==> src/rtl/puf_sweep_controller.sv <==
`default_nettype none
// ============================================================================
//  Module   : puf_sweep_controller
//  Purpose  : Drives challenge/run into a delay PUF. It can sweep every
//             challenge and assemble a signature vector, or it can evaluate
//             one host-supplied challenge and report its response bit.
//  Revision : 1.0  initial release
// ============================================================================
module puf_sweep_controller #(
  parameter int  PUF_LENGTH    = 8,
  parameter int  SETTLE_CYCLES = 10,
  parameter int  EVAL_CYCLES   = 10,
  localparam int SIG_W         = 1 << PUF_LENGTH
) (
  input  logic                  clk,
  input  logic                  reset,
  input  logic                  start_sweep,
  input  logic                  start_single,
  input  logic [PUF_LENGTH-1:0] challenge_in,
  input  logic                  puf_result,
  output logic [PUF_LENGTH-1:0] challenge,
  output logic                  run,
  output logic                  busy,
  output logic                  done,
  output logic                  resp_bit,
  output logic [SIG_W-1:0]      signature,
  output logic                  sig_valid
);

  // The wait counter is shared by SETTLE and EVAL, so size it for the longer one.
  localparam int C_CNT_MAX = (SETTLE_CYCLES > EVAL_CYCLES) ? SETTLE_CYCLES : EVAL_CYCLES;
  localparam int C_CNT_W   = $clog2(C_CNT_MAX + 1);

  typedef enum logic [2:0] {
    ST_IDLE   = 3'd0,
    ST_SETTLE = 3'd1,
    ST_EVAL   = 3'd2,
    ST_SAMPLE = 3'd3,
    ST_FINISH = 3'd4
  } state_t;

  state_t                  state_q,     state_d;
  logic [C_CNT_W-1:0]      cnt_q,       cnt_d;
  logic                    mode_q,      mode_d;     // 1 = sweep, 0 = single
  logic [PUF_LENGTH-1:0]   challenge_q, challenge_d;
  logic [SIG_W-1:0]        signature_q, signature_d;
  logic                    sig_valid_q, sig_valid_d;
  logic                    resp_bit_q,  resp_bit_d;
  logic                    run_q,       run_d;
  logic                    busy_q,      busy_d;
  logic                    done_q,      done_d;

  // Next-state and datapath logic; outputs derive from the next state so they come straight off flops.
  always_comb begin
    state_d     = state_q;
    cnt_d       = cnt_q;
    mode_d      = mode_q;
    challenge_d = challenge_q;
    signature_d = signature_q;
    sig_valid_d = sig_valid_q;
    resp_bit_d  = resp_bit_q;

    case (state_q)
      ST_IDLE: begin
        // Sweep has priority when both requests arrive together.
        if (start_sweep) begin
          challenge_d = '0;
          signature_d = '0;
          sig_valid_d = 1'b0;
          mode_d      = 1'b1;
          cnt_d       = '0;
          state_d     = ST_SETTLE;
        end else if (start_single) begin
          challenge_d = challenge_in;
          mode_d      = 1'b0;
          cnt_d       = '0;
          state_d     = ST_SETTLE;
        end
      end

      ST_SETTLE: begin
        if (cnt_q == C_CNT_W'(SETTLE_CYCLES - 1)) begin
          cnt_d   = '0;
          state_d = ST_EVAL;
        end else begin
          cnt_d = cnt_q + 1'b1;
        end
      end

      ST_EVAL: begin
        if (cnt_q == C_CNT_W'(EVAL_CYCLES - 1)) begin
          cnt_d   = '0;
          state_d = ST_SAMPLE;
        end else begin
          cnt_d = cnt_q + 1'b1;
        end
      end

      ST_SAMPLE: begin
        if (mode_q) begin
          // Shift in from the top so that after the last challenge bit i holds response i.
          signature_d = {puf_result, signature_q[SIG_W-1:1]};
          // Last challenge found by compare; the register never wraps.
          if (challenge_q == {PUF_LENGTH{1'b1}}) begin
            sig_valid_d = 1'b1;
            state_d     = ST_FINISH;
          end else begin
            challenge_d = challenge_q + 1'b1;
            state_d     = ST_SETTLE;
          end
        end else begin
          resp_bit_d = puf_result;
          state_d    = ST_FINISH;
        end
      end

      ST_FINISH: begin
        state_d = ST_IDLE;
      end

      default: begin
        state_d = ST_IDLE;
      end
    endcase

    run_d  = (state_d == ST_EVAL) || (state_d == ST_SAMPLE);
    busy_d = (state_d != ST_IDLE);
    done_d = (state_d == ST_FINISH);
  end

  // State and output registers with synchronous reset.
  always_ff @(posedge clk) begin
    if (reset) begin
      state_q     <= ST_IDLE;
      cnt_q       <= '0;
      mode_q      <= 1'b0;
      challenge_q <= '0;
      signature_q <= '0;
      sig_valid_q <= 1'b0;
      resp_bit_q  <= 1'b0;
      run_q       <= 1'b0;
      busy_q      <= 1'b0;
      done_q      <= 1'b0;
    end else begin
      state_q     <= state_d;
      cnt_q       <= cnt_d;
      mode_q      <= mode_d;
      challenge_q <= challenge_d;
      signature_q <= signature_d;
      sig_valid_q <= sig_valid_d;
      resp_bit_q  <= resp_bit_d;
      run_q       <= run_d;
      busy_q      <= busy_d;
      done_q      <= done_d;
    end
  end

  assign challenge = challenge_q;
  assign run       = run_q;
  assign busy      = busy_q;
  assign done      = done_q;
  assign resp_bit  = resp_bit_q;
  assign signature = signature_q;
  assign sig_valid = sig_valid_q;

endmodule
`default_nettype wire

==> config.mk <==
export PLATFORM = sky130hd
export DESIGN_NAME = puf_sweep_controller
export DESIGN_NICKNAME = d
export VERILOG_FILES = /design/src/rtl/puf_sweep_controller.sv
export SDC_FILE = /design/constraint.sdc
export NUM_CORES = 1
export LEC_CHECK = 0
export CELL_PAD_IN_SITES_DETAIL_PLACEMENT = 0
export CELL_PAD_IN_SITES_GLOBAL_PLACEMENT = 1
export CORE_ASPECT_RATIO = 1.25
export CORE_UTILIZATION = 30
export CTS_BUF_LIST = sky130_fd_sc_hd__clkbuf_16
export DETAILED_ROUTE_END_ITERATION = 10
export HOLD_SLACK_MARGIN = 0.06
export PLACE_DENSITY_LB_ADDON = 0.1
export SLEW_MARGIN = 0
export SYNTH_ARGS = -nofsm -noshare
export SYNTH_HDL_FRONTEND = slang
export SYNTH_SLANG_ARGS = --single-unit
==> constraint.sdc <==
create_clock -name clk -period 4.5 [get_ports clk]
set_input_delay 0.675 -clock clk [delete_from_list [all_inputs] [get_ports clk]]
set_output_delay 0.675 -clock clk [all_outputs]
set_load 0.02 [all_outputs]
==> flow_summary.ini <==
[yosys]
synth_top_area_share_pct = 55.7
synth_fp_nets = 1277
synthFlopType = dfxtp_1
ys_types = 43
synth_area_leaders = dfxtp_1 (56%), nand2_1 (18%), a21oi_1 (14%)
yosysMostFrequentCell = nand2_1
ys_seq_elements = 277
synthTopCellsByCount = nand2_1 (480), dfxtp_1 (277), a21oi_1 (270), clkbuf_1 (57), nand3_1 (48)
yosysTopAreaCell = dfxtp_1
ys_seq_area_share_pct = 55.7
syn_avg_cell_area_um2 = 7.88
netlist_instances = 1263
ys_warn_count = 0
synth-edff-count = 0
synthArstFlopShare_pct = 0
syn_area_um2 = 9960

[drt]
route.vias.total = 9109
drt_iter0_markers = 704
dr.pass1.iters = 7
wl_per_cell_um = 15.2
drc = 0
ant_nets = 0
viasPerCell = 4.71
routed_wl_mm = 29.4

[sta]
rsz0062_at_grt = no
final.period_utilization_pct = 58.5
tightestPinTransition_ns = 0.747
fin_crit_ns = 2.63
fin_tns_setup_ns = 0
maxSlewHeadroom_pct = 50.2
hold_violations = 0
setup_violations = 0
drv_slew = 0
max_clock_freq_mhz = 380
skew_ns = 0.0107

[clock_tree]
h-tree-depth = 1
clk_root_buffer_cell = clkbuf_16
clk_transition_reported_paths_ns = 0.06
cts_tree = yes
clkSinkCount = 277
cts-buffers-inserted = 30
clockBufferDepth = 3
clk_latency_ns = 0.55
hold_buffers = 0
cts_setup_buffers = 0
cts_resized = 0

[floorplan]
die_x_um = 165
start_util_pct = 30.5
ioPinCount = 282
die_h_um = 206
num_rows = 74
coreArea_um2 = 32700
die-area_um2 = 33900

[layout]
area_growth_pct = 41.3
nets = 1505
antenna_cells = 0
utilization_pct = 43.0
drive_gt1_share_pct = 3.96
design_area_um2 = 14100

[critical_path]
start_kind = input port
timing.critical_path.from = start_sweep
rrSetupSlack_ns = 2.10
cp-endpoint = signature[56]
cp-end-kind = flop
arrival_ns = 3.12
required_ns = 4.98
path_max_fanout = 114
reg2reg_from = state_q[0]
worst_path_largest_cell_delay_ns = 0.59
slowest_stage = clkdlybuf4s50_1
r2r_cells = 5
reg2reg_to = signature[56]
crit_type = input port to flop
path_cells = clkdlybuf4s50_1 > or3b_1 > a21oi_4 > buf_12 > nand2_1 > a21oi_1

[placed_design]
io_buffers = 281
place_congestion = 0.742
hpwlAfterDp_mm = 18.4
dpl_cell_area_um2 = 13100

[global_route]
grt.met1_usage_pct = 20.8
grt_pass1_wl_mm = 45.2
grt_overflow = 0
busiest_layer = met2
grt_util_met2_pct = 26.9
grt_antenna_before_repair = 0
use_met3_pct = 4.74
grt_pass1_vias = 8146
track_usage_pct = 16.4
grt_start_max_net_pins = 115

[worst_hold_path]
hp-class = flop to flop
worstHoldStart = signature[3]

[outcome]
status = finished clean

[run]
max_cap_viol_count = 0

[pwr]
peakVddDrop_v = 0.000262
power_leakage_uw = 0.00440
p_per_area_nw_per_um2 = 371
registers in the layout (all words and copies together), names as in the netlist:
| register | count |
|---|---|
| mode_q | 1 |
| cnt_q | 4 |
| sig_valid | 1 |
| run | 1 |
| busy | 1 |
| done | 1 |
| state_q | 3 |
| challenge | 8 |
| resp_bit | 1 |
| signature | 256 |
worst min-delay path by stage:
stage	endpoint	slack, ns	depth (start not counted)
after floorplan	cnt_q[3]	0.46	2
after global placement	signature[0]	0.45	2
after detailed placement	signature[53]	0.46	2
after CTS	signature[176]	0.47	2
after global routing	signature[112]	0.48	2
final	signature[2]	0.46	2
logic make-up after synthesis:
kind of cell,count (synthesis),synth area share [%]
xor+xnor,2,0.176
mux,1,0.101
simple gates,573,23.2
compound gates,307,16.3
buf+inv,102,4.37
fa+ha+maj,1,0.126
flops,277,55.7
cell type report:
| cell class | instances | area (µm²) |
|---|---|---|
| inverter | 5 | 18.8 |
| tap | 418 | 523 |
| sequential | 277 | 5550 |
| clock buffer | 31 | 776 |
| fill | 3316 | 18600 |
| multi-input combinational | 884 | 4000 |
| clock inverter | 24 | 233 |
| timing repair buffer | 293 | 2970 |
power by group:
part / internal, µW / switching, µW
combinational: 52.8 / 175
sequential: 2460 / 13.0
clock: 1520 / 999
per-stage QoR:
| step | total power [µW] | instances | hold slack (ns) | worst slack, ns |
|---|---|---|---|---|
| 2_1_floorplan | 2680 | 1263 | 0.462 | 2.60 |
| 3_5_place_dp | 2760 | 1877 | 0.457 | 1.27 |
| 4_1_cts | 5330 | 1932 | 0.465 | 1.87 |
| 5_1_grt | 5430 | 1932 | 0.484 | 1.65 |
| 6_report | 5220 | 1932 | 0.460 | 1.87 |
| 3_3_place_gp | 2760 | 1877 | 0.449 | 1.31 |
layer usage:
| layer | routed length [µm] | vias to the layer above |
|---|---|---|
| met2 | 14200 | 242 |
| met4 | 514 | 0 |
| met1 | 12500 | 4193 |
| met3 | 2160 | 32 |
| met5 | 0 | - |
| li1 | - | 4642 |
worst max-delay path: cells and delay by family:
kind                   cells  cell delay, ns
AO/OA/AOI/OAI              2            0.70
buffers and inverters      2            1.05
AND/OR/NAND/NOR            2            0.58
cell usage in the layout (no fill, tap or decap), types with 6 or more instances in the layout:
master	instances
a21oi_1	270
buf_12	6
buf_4	6
clkbuf_16	31
clkdlybuf4s50_1	280
clkinv_1	6
clkinv_2	6
dfxtp_1	277
inv_1	11
nand2_1	480
nand3_1	48
nor2_1	11
nor4_1	6
o21ai_0	6
(Power assumes the default switching activity.)
